File: config.mk
export PLATFORM = sky130hd
export DESIGN_NAME = uart_tx_serializer
export DESIGN_NICKNAME = d
export VERILOG_FILES = /design/src/rtl/uart_tx_serializer.sv
export SDC_FILE = /design/constraint.sdc
export NUM_CORES = 1
export LEC_CHECK = 0
export ABC_AREA = 1
export CAP_MARGIN = 10
export CORE_UTILIZATION = 53
export CTS_CLUSTER_DIAMETER = 200
export DETAILED_ROUTE_END_ITERATION = 8
export GPL_TIMING_DRIVEN = 0
export PLACE_DENSITY_LB_ADDON = 0.3
export SYNTH_ARGS = -nofsm -noshare
export SYNTH_HDL_FRONTEND = slang
export SYNTH_SLANG_ARGS = --single-unit
File: constraint.sdc
create_clock -name clk -period 2 [get_ports clk]
set_input_delay 0.4 -clock clk [delete_from_list [all_inputs] [get_ports clk]]
set_output_delay 0.4 -clock clk [all_outputs]
set_load 0.01 [all_outputs]
File: src/rtl/uart_tx_serializer.sv
// uart_tx_serializer: UART transmitter, LSB-first framing with optional parity
// and 1 / 1.5 / 2 stop bits. One bit time is 2**reductor_width clk cycles.
// Optional feature: define UART_TX_BREAK_EN to add the send_break input and
// the BREAK state (line held low, followed by one bit time of mark).
`timescale 1ns/1ps
module uart_tx_serializer #(
  parameter int word_width     = 8,
  parameter int reductor_width = 4
) (
  input  logic                  clk,
  input  logic                  reset,
  input  logic [word_width-1:0] data_in,
  input  logic                  data_valid,
  output logic                  data_ready,
  input  logic [1:0]            stopbitnum,
  input  logic [2:0]            paritytype,
`ifdef UART_TX_BREAK_EN
  input  logic                  send_break,
`endif
  output logic                  busy,
  output logic [2:0]            tx_state,
  output logic                  TX
);

  localparam int BIT_CYCLES = 2 ** reductor_width;
`ifdef UART_TX_BREAK_EN
  // Counter must also span the minimum break length.
  localparam int CNT_LIMIT  = (word_width + 3) * BIT_CYCLES;
`else
  // Longest timed interval is two stop bits.
  localparam int CNT_LIMIT  = 2 * BIT_CYCLES;
`endif
  localparam int CNT_W      = $clog2(CNT_LIMIT);
  localparam int IDX_W      = (word_width > 1) ? $clog2(word_width) : 1;

  localparam logic [CNT_W-1:0] BIT_LAST     = CNT_W'(BIT_CYCLES - 1);
  localparam logic [CNT_W-1:0] STOP_LAST_15 = CNT_W'(BIT_CYCLES + BIT_CYCLES / 2 - 1);
  localparam logic [CNT_W-1:0] STOP_LAST_2  = CNT_W'(2 * BIT_CYCLES - 1);
  localparam logic [IDX_W-1:0] WORD_LAST    = IDX_W'(word_width - 1);
`ifdef UART_TX_BREAK_EN
  localparam logic [CNT_W-1:0] BREAK_LAST   = CNT_W'(CNT_LIMIT - 1);
`endif

  typedef enum logic [2:0] {
    ST_IDLE   = 3'd0,
    ST_START  = 3'd1,
    ST_DATA   = 3'd2,
    ST_PARITY = 3'd3,
    ST_STOP   = 3'd4
`ifdef UART_TX_BREAK_EN
    , ST_BREAK = 3'd5
`endif
  } state_t;

  state_t                  state_reg, state_next;
  logic [CNT_W-1:0]        cnt_reg, cnt_next;
  logic [IDX_W-1:0]        bit_reg, bit_next;
  logic [IDX_W-1:0]        bit_inc;
  logic [word_width-1:0]   word_reg, word_next;
  logic [1:0]              stop_reg, stop_next;
  logic [2:0]              par_reg, par_next;
  logic                    tx_reg, tx_next;
  logic [CNT_W-1:0]        stop_last;
  logic                    par_en;
  logic                    parity_bit;
`ifdef UART_TX_BREAK_EN
  logic                    mark_reg, mark_next;
`endif

  assign busy     = (state_reg != ST_IDLE);
  assign tx_state = state_reg;
  assign TX       = tx_reg;
  assign bit_inc  = bit_reg + 1'b1;
  assign par_en   = (par_reg >= 3'd1) && (par_reg <= 3'd4);

`ifdef UART_TX_BREAK_EN
  // A pending break request wins over a pending word.
  assign data_ready = (state_reg == ST_IDLE) && !reset && !send_break;
`else
  assign data_ready = (state_reg == ST_IDLE) && !reset;
`endif

  // Last counter value of the stop interval for the latched stop setting.
  always_comb begin
    case (stop_reg)
      2'd1:    stop_last = STOP_LAST_15;
      2'd2:    stop_last = STOP_LAST_2;
      default: stop_last = BIT_LAST;
    endcase
  end

  // Parity bit value for the latched word and parity type.
  always_comb begin
    case (par_reg)
      3'd1:    parity_bit = ~^word_reg;
      3'd2:    parity_bit = ^word_reg;
      3'd3:    parity_bit = 1'b0;
      3'd4:    parity_bit = 1'b1;
      default: parity_bit = 1'b0;
    endcase
  end

  // Next-state logic; tx_next is the line level for the coming cycle.
  always_comb begin
    state_next = state_reg;
    cnt_next   = cnt_reg + 1'b1;
    bit_next   = bit_reg;
    word_next  = word_reg;
    stop_next  = stop_reg;
    par_next   = par_reg;
    tx_next    = tx_reg;
`ifdef UART_TX_BREAK_EN
    mark_next  = mark_reg;
`endif
    case (state_reg)
      ST_IDLE: begin
        cnt_next = '0;
        bit_next = '0;
        tx_next  = 1'b1;
`ifdef UART_TX_BREAK_EN
        if (send_break) begin
          state_next = ST_BREAK;
          mark_next  = 1'b0;
          tx_next    = 1'b0;
        end else
`endif
        if (data_valid) begin
          state_next = ST_START;
          word_next  = data_in;
          stop_next  = stopbitnum;
          par_next   = paritytype;
          tx_next    = 1'b0;
        end
      end
      ST_START: begin
        tx_next = 1'b0;
        if (cnt_reg == BIT_LAST) begin
          state_next = ST_DATA;
          cnt_next   = '0;
          bit_next   = '0;
          tx_next    = word_reg[0];
        end
      end
      ST_DATA: begin
        if (cnt_reg == BIT_LAST) begin
          cnt_next = '0;
          if (bit_reg == WORD_LAST) begin
            bit_next = '0;
            if (par_en) begin
              state_next = ST_PARITY;
              tx_next    = parity_bit;
            end else begin
              state_next = ST_STOP;
              tx_next    = 1'b1;
            end
          end else begin
            bit_next = bit_inc;
            tx_next  = word_reg[bit_inc];
          end
        end
      end
      ST_PARITY: begin
        if (cnt_reg == BIT_LAST) begin
          state_next = ST_STOP;
          cnt_next   = '0;
          tx_next    = 1'b1;
        end
      end
      ST_STOP: begin
        tx_next = 1'b1;
        if (cnt_reg == stop_last) begin
          state_next = ST_IDLE;
          cnt_next   = '0;
        end
      end
`ifdef UART_TX_BREAK_EN
      ST_BREAK: begin
        if (!mark_reg) begin
          tx_next = 1'b0;
          if (cnt_reg >= BREAK_LAST) begin
            if (send_break) begin
              cnt_next = cnt_reg;
            end else begin
              mark_next = 1'b1;
              cnt_next  = '0;
              tx_next   = 1'b1;
            end
          end
        end else begin
          tx_next = 1'b1;
          if (cnt_reg == BIT_LAST) begin
            state_next = ST_IDLE;
            cnt_next   = '0;
            mark_next  = 1'b0;
          end
        end
      end
`endif
      default: begin
        state_next = ST_IDLE;
        cnt_next   = '0;
        tx_next    = 1'b1;
      end
    endcase
  end

  // State, counters, latched frame settings and the registered line output.
  always_ff @(posedge clk) begin
    if (reset) begin
      state_reg <= ST_IDLE;
      cnt_reg   <= '0;
      bit_reg   <= '0;
      word_reg  <= '0;
      stop_reg  <= '0;
      par_reg   <= '0;
      tx_reg    <= 1'b1;
`ifdef UART_TX_BREAK_EN
      mark_reg  <= 1'b0;
`endif
    end else begin
      state_reg <= state_next;
      cnt_reg   <= cnt_next;
      bit_reg   <= bit_next;
      word_reg  <= word_next;
      stop_reg  <= stop_next;
      par_reg   <= par_next;
      tx_reg    <= tx_next;
`ifdef UART_TX_BREAK_EN
      mark_reg  <= mark_next;
`endif
    end
  end

endmodule

* Yosys cells after proc, flatten, opt, wreduce, memory -nomap -nowiden
Cells that the tools add are included.
** Cells by class
- $add $sub $neg :: 2
- $mul :: 0
- Divide/modulo/power cells :: 0
- Magnitude comparators :: 3
- Equal/unequal tests :: 18
- Shift-type cells :: 0
- Mux-type cells :: 26
- Bitwise gates (word level) :: 0
- Reductions and logical operators :: 13
** Operators by type and width (count)
- $mux W3 :: 10
- $pmux W5 S2 :: 2
- $pmux W3 S5 :: 1
- $ne A2 B2 Y1 const B :: 6
- $mux W5 :: 2
- $eq A3 B2 Y1 const B :: 3
- $eq A3 B3 Y1 const B :: 3
- $pmux W3 S3 :: 1
- $reduce_xnor A8 Y1 :: 1
- $reduce_xor A8 Y1 :: 1
- $mux W1 :: 7
- $eq A3 B1 Y1 const B :: 2
- $reduce_and A6 Y1 :: 1
- $reduce_bool A3 Y1 :: 2
- $add A5 B1 Y5 const B :: 1
- $eq A5 B4 Y1 const B :: 1
- $eq A5 B5 Y1 :: 1
- $lt A3 B4 Y1 const B :: 1
- $pmux W1 S4 :: 1
- $reduce_and A2 Y1 :: 2
- $add A3 B1 Y3 const B :: 1
- $bmux W1 S3 :: 1
- $ge A3 B1 Y1 const B :: 1
- $le A3 B3 Y1 const B :: 1
- other kinds (8) :: 9
** Storage, ports and cells
- Register bits after elaboration :: 25
- Latch bits :: 0
- RAM bits :: 0
- Memory bits (read-only) :: 0
- Output and inout port bits :: 6
- Word-level logic and storage cells :: 69
- Memories :: 0

* Longest topological paths before layout
- Depth after elaboration :: 6
- Mapped depth :: 13
- Depth with buffers taken out :: 13

* Worst setup path after synthesis
No wires, ideal clock.
- Path type :: flip-flop to flip-flop
- Start :: reg cnt_reg[0]
- End :: reg bit_reg[2]
- Library setup time :: 0.065 ns
- Arrival :: 1.521 ns
- Required time :: 1.935 ns
- Path slack :: 0.415 ns
- Cell stages (with the launch flop) :: 11
- Buffers on the path :: 1
- Period minus slack after synthesis :: 1.585 ns
- Cell sequence :: dfxtp_1 > ha_1 > nand2_1 > nor2_1 > ha_1 > nor2_1 > or2_0 > buf_2 > nor4_1 > a21oi_1 > nor2_1
** Between the ends
- Cells in the longest elaborated chain, start to end :: 3
- Elaborated cells between the ends (all ways) :: 4
- Classes of those cells :: eq/ne (3); reduce/logical (1)
** RTL lines
- start: declaration :: line 56 : logic [CNT_W-1:0] cnt_reg, cnt_next;
- start signal: assignment :: line 222 : cnt_reg <= cnt_next;
- $eq A5 B4 Y1 * :: line 137, 145
- $ne A2 B2 Y1 (no line)
- $reduce_and A3 Y1 (no line) *
- end signal: assignment :: line 223 : bit_reg <= bit_next;
- end: declaration :: line 57 : logic [IDX_W-1:0] bit_reg, bit_next;
Every way passes the cells marked *; elsewhere a longest branch is shown, timed or not.
A chain may end at the register's enable or synchronous reset.

* Worst setup path after layout
- Start :: reg state_reg[0] (netlist: tx_state[0])
- End :: out data_ready
** Between the ends
- Cells in the longest elaborated chain, start to end :: 2
** RTL lines
- start: declaration :: line 55 : state_t state_reg, state_next;
- start signal: assignment :: line 221 : state_reg <= state_next;
- $logic_not A3 Y1 :: line 80 : assign data_ready = (state_reg == ST_IDLE) && !reset;
- $logic_and A1 B1 Y1 :: line 80
- end: declaration :: line 14 : output logic data_ready,
No other way between the ends.

==> flow_summary.toml <==
[run_status]
status = "finished, final reports clean"

[sta]
report.final.setup_viol = 0
whs_ps = 434
relSlewSlack = 0.684
rsz0062_at_grt = "no"
finalCritPeriodShare = 0.900
maxSlewViolCount = 0
max_freq_ghz = 0.555
hold_viol = 0
setup_slack_ps = 199
period_needed_ps = 1800
worst_pin_slew_ps = 474
fin_skew_ps = 7.88
setup_tns_ps = 0

[cts]
numCtsBuffers = 3
numClockSinks = 25
htree_levels = 1
clk_pin_slew_ps = 130
cts.path.max_buffers = 2
clk-insertion-delay-late_ps = 330
postCtsHoldBufs = 0
cts_setup_buffers = 0
cts_tree = "done"
clock-root-buffer = "clkbuf_4"

[grt]
grt_max_degree = 15
first_global_vias = 1228
grt_usage = 0.243
antenna_found_initial = 0
overflow = 0
grt_pass1_wl_um = 5090

[placement]
place_ws_ps = 214
dp_hpwl_um = 2260
routabilityCongestion = 0.905
portBuffers = 20

[detailed_routing]
wl_per_cell_um = 10.6
drt_first_iter_violations = 36
met1_length_um = 1490
via_per_inst = 5.03
ant_nets = 0
wirelength_um = 2940
dr_total_vias = 1393
firstDrtPassIters = 4
wl_met3_um = 102
top_layer = "met4"
met2_length_um = 1330
drc = 0

[die]
die_x_um = 54.0
start_util = 0.568
ios = 22
rows = 18
core_area_um2 = 2520
dieArea_um2 = 2910
die_h_um = 54.0

[power]
power.switching_mw = 1.00
seqPwrFrac = 0.340
p_leak_nw = 0.781
ir_drop_mv = 1.08
p_per_area_nw_per_um2 = 1270
pwr-share-clk = 0.107
p_sw_frac = 0.461
power.internal_mw = 1.17
p_comb_frac = 0.553

[critical_path]
path_max_fanout = 6
critPathTopFamily = "flip-flops"
cp_cell_sequence = "nor2_4 > inv_2 > nor2_4 > inv_2 > nor2_1 > dlygate4sd2_1"
cp.required_ps = 1600
arrival_ps = 1400
cp-start-kind = "register"
slowest_stage = "dfxtp_4"
criticalPathCategory = "register to primary output"
critical_path_buf_inv_count = 3
end_kind = "primary output"
cpPeakStageDelay_ps = 400

[synthesis]
synth_cell_types = 27
ys_ff_latch = 25
syn_avg_cell_area_um2 = 6.42
syn_nets = 245
syn-cell-area_um2 = 1430
ys_seq_area_frac = 0.349
ys.warnings.count = 0
postSynthCellCount = 223

[layout]
diodes = 0
final_core_util = 0.679
area_growth_pct = 19.5
drive_gt1_frac = 0.0729
largest_reg_flops = 8
fin_nets = 270
fillers = 244

[hold_path]
hold_path_class = "input port to register"

[job]
drv_cap = 0
placed cells by master (no fill, tap or decap):
master            n
nand2_1          63
inv_1            28
dfxtp_1          23
nor2_1           23
a21oi_1          23
o21ai_0          18
clkdlybuf4s50_1  18
nand3_1           9
ha_1              5
inv_2             3
clkbuf_1          3
buf_2             3
nor3_1            3
clkbuf_4          3
nor2_4            2
or2_0             2
or2_2             1
o21ai_2           1
or2_1             1
o21ai_1           1
nor4_1            1
nor3b_1           1
nand3_4           1
xor2_1            1
a21o_1            1
a2111oi_0         1
a211oi_1          1
nand4_1           1
ha_2              1
clkinv_2          1
dlymetal6s2s_1    1
dlygate4sd2_1     1
dfxtp_4           1
dfxtp_2           1
through the flow:
stage               cells  power (mW)  instance area [µm²]
finish                277        2.17                 1710
CTS                   277        2.17                 1710
global route          277        2.41                 1710
floorplan             223        1.59                 1430
detailed placement    273        1.92                 1670
global placement      273        1.91                 1670
path summary, 6_finish.rpt:
check / from / end / slack [ps] / cells after the start
min: reset / bit_reg[1] / 430 / 2
max: tx_state[0] / data_ready / 200 / 6
max reg2reg: cnt_reg[0] / bit_reg[2] / 200 / 10
min reg2reg: cnt_reg[0] / cnt_reg[0] / 460 / 1
per-layer routing:
metal | vias up | global-route usage
met5 | - | 0
met4 | 0 | 0.0385
met3 | 2 | 0.0593
met2 | 23 | 0.418
met1 | 611 | 0.312
li1 | 757 | -
final cells by class:
type                            instances  area [µm²]  share of cell area
Tap cell                               30        37.5              0.0219
Timing Repair Buffer                   20         201               0.118
Clock inverter                          1        5.00             0.00292
Inverter                               31         116              0.0680
Clock buffer                            3        22.5              0.0132
Multi-Input combinational cell        161         797               0.466
Sequential cell                        25         505               0.295
Buffer                                  6        26.3              0.0154
what timing repair did:
action	in CTS	in global routing
endpoints found under the hold margin	0	0
resized for setup	4	3
endpoints found under the setup margin	2	2
gates cloned	0	0
Yosys cell counts, drive strengths merged:
cell type	number	share of area
clkbuf	3	0.0079
or2	4	0.017
a2111oi	1	0.0061
a21oi	23	0.080
nor3b	1	0.0052
nor4	1	0.0044
buf	3	0.010
nand4	1	0.0044
xor2	1	0.0061
a211oi	1	0.0052
inv	31	0.081
nor3	3	0.010
nand3	10	0.044
nand2	63	0.17
a21o	1	0.0052
ha	6	0.052
nor2	25	0.072
dfxtp	25	0.35
o21ai	20	0.072
worst register-to-register path, cell delays in order (launching register included):
cell and delay [ps]:
dfxtp_1 380, ha_1 170, nand2_1 60, nor2_1 140, ha_2 220, nor2_1 60
or2_0 200, buf_2 150, nor4_1 190, a21oi_1 70, nor2_1 90
kinds of logic (layout without fill, tap and decap cells):
| group | after synthesis | in the layout | synth area share |
|---|---|---|---|
| flops | 25 | 25 | 0.349 |
| fa+ha+maj | 6 | 6 | 0.0524 |
| xor+xnor | 1 | 1 | 0.00611 |
| buf+inv | 37 | 61 | 0.0996 |
| compound gates | 46 | 46 | 0.169 |
| simple gates | 108 | 108 | 0.323 |
power by group through the flow:
| stage | Clock (mW) | Sequential, mW | Combinational (mW) |
|---|---|---|---|
| finish | 0.232 | 0.739 | 1.20 |
| global route | 0.255 | 0.761 | 1.39 |
| CTS | 0.236 | 0.736 | 1.20 |
| detailed placement | 0 | 0.735 | 1.19 |
| global placement | 0 | 0.729 | 1.18 |
| floorplan | 0 | 0.727 | 0.863 |
Power figures use the tool's default switching activity.
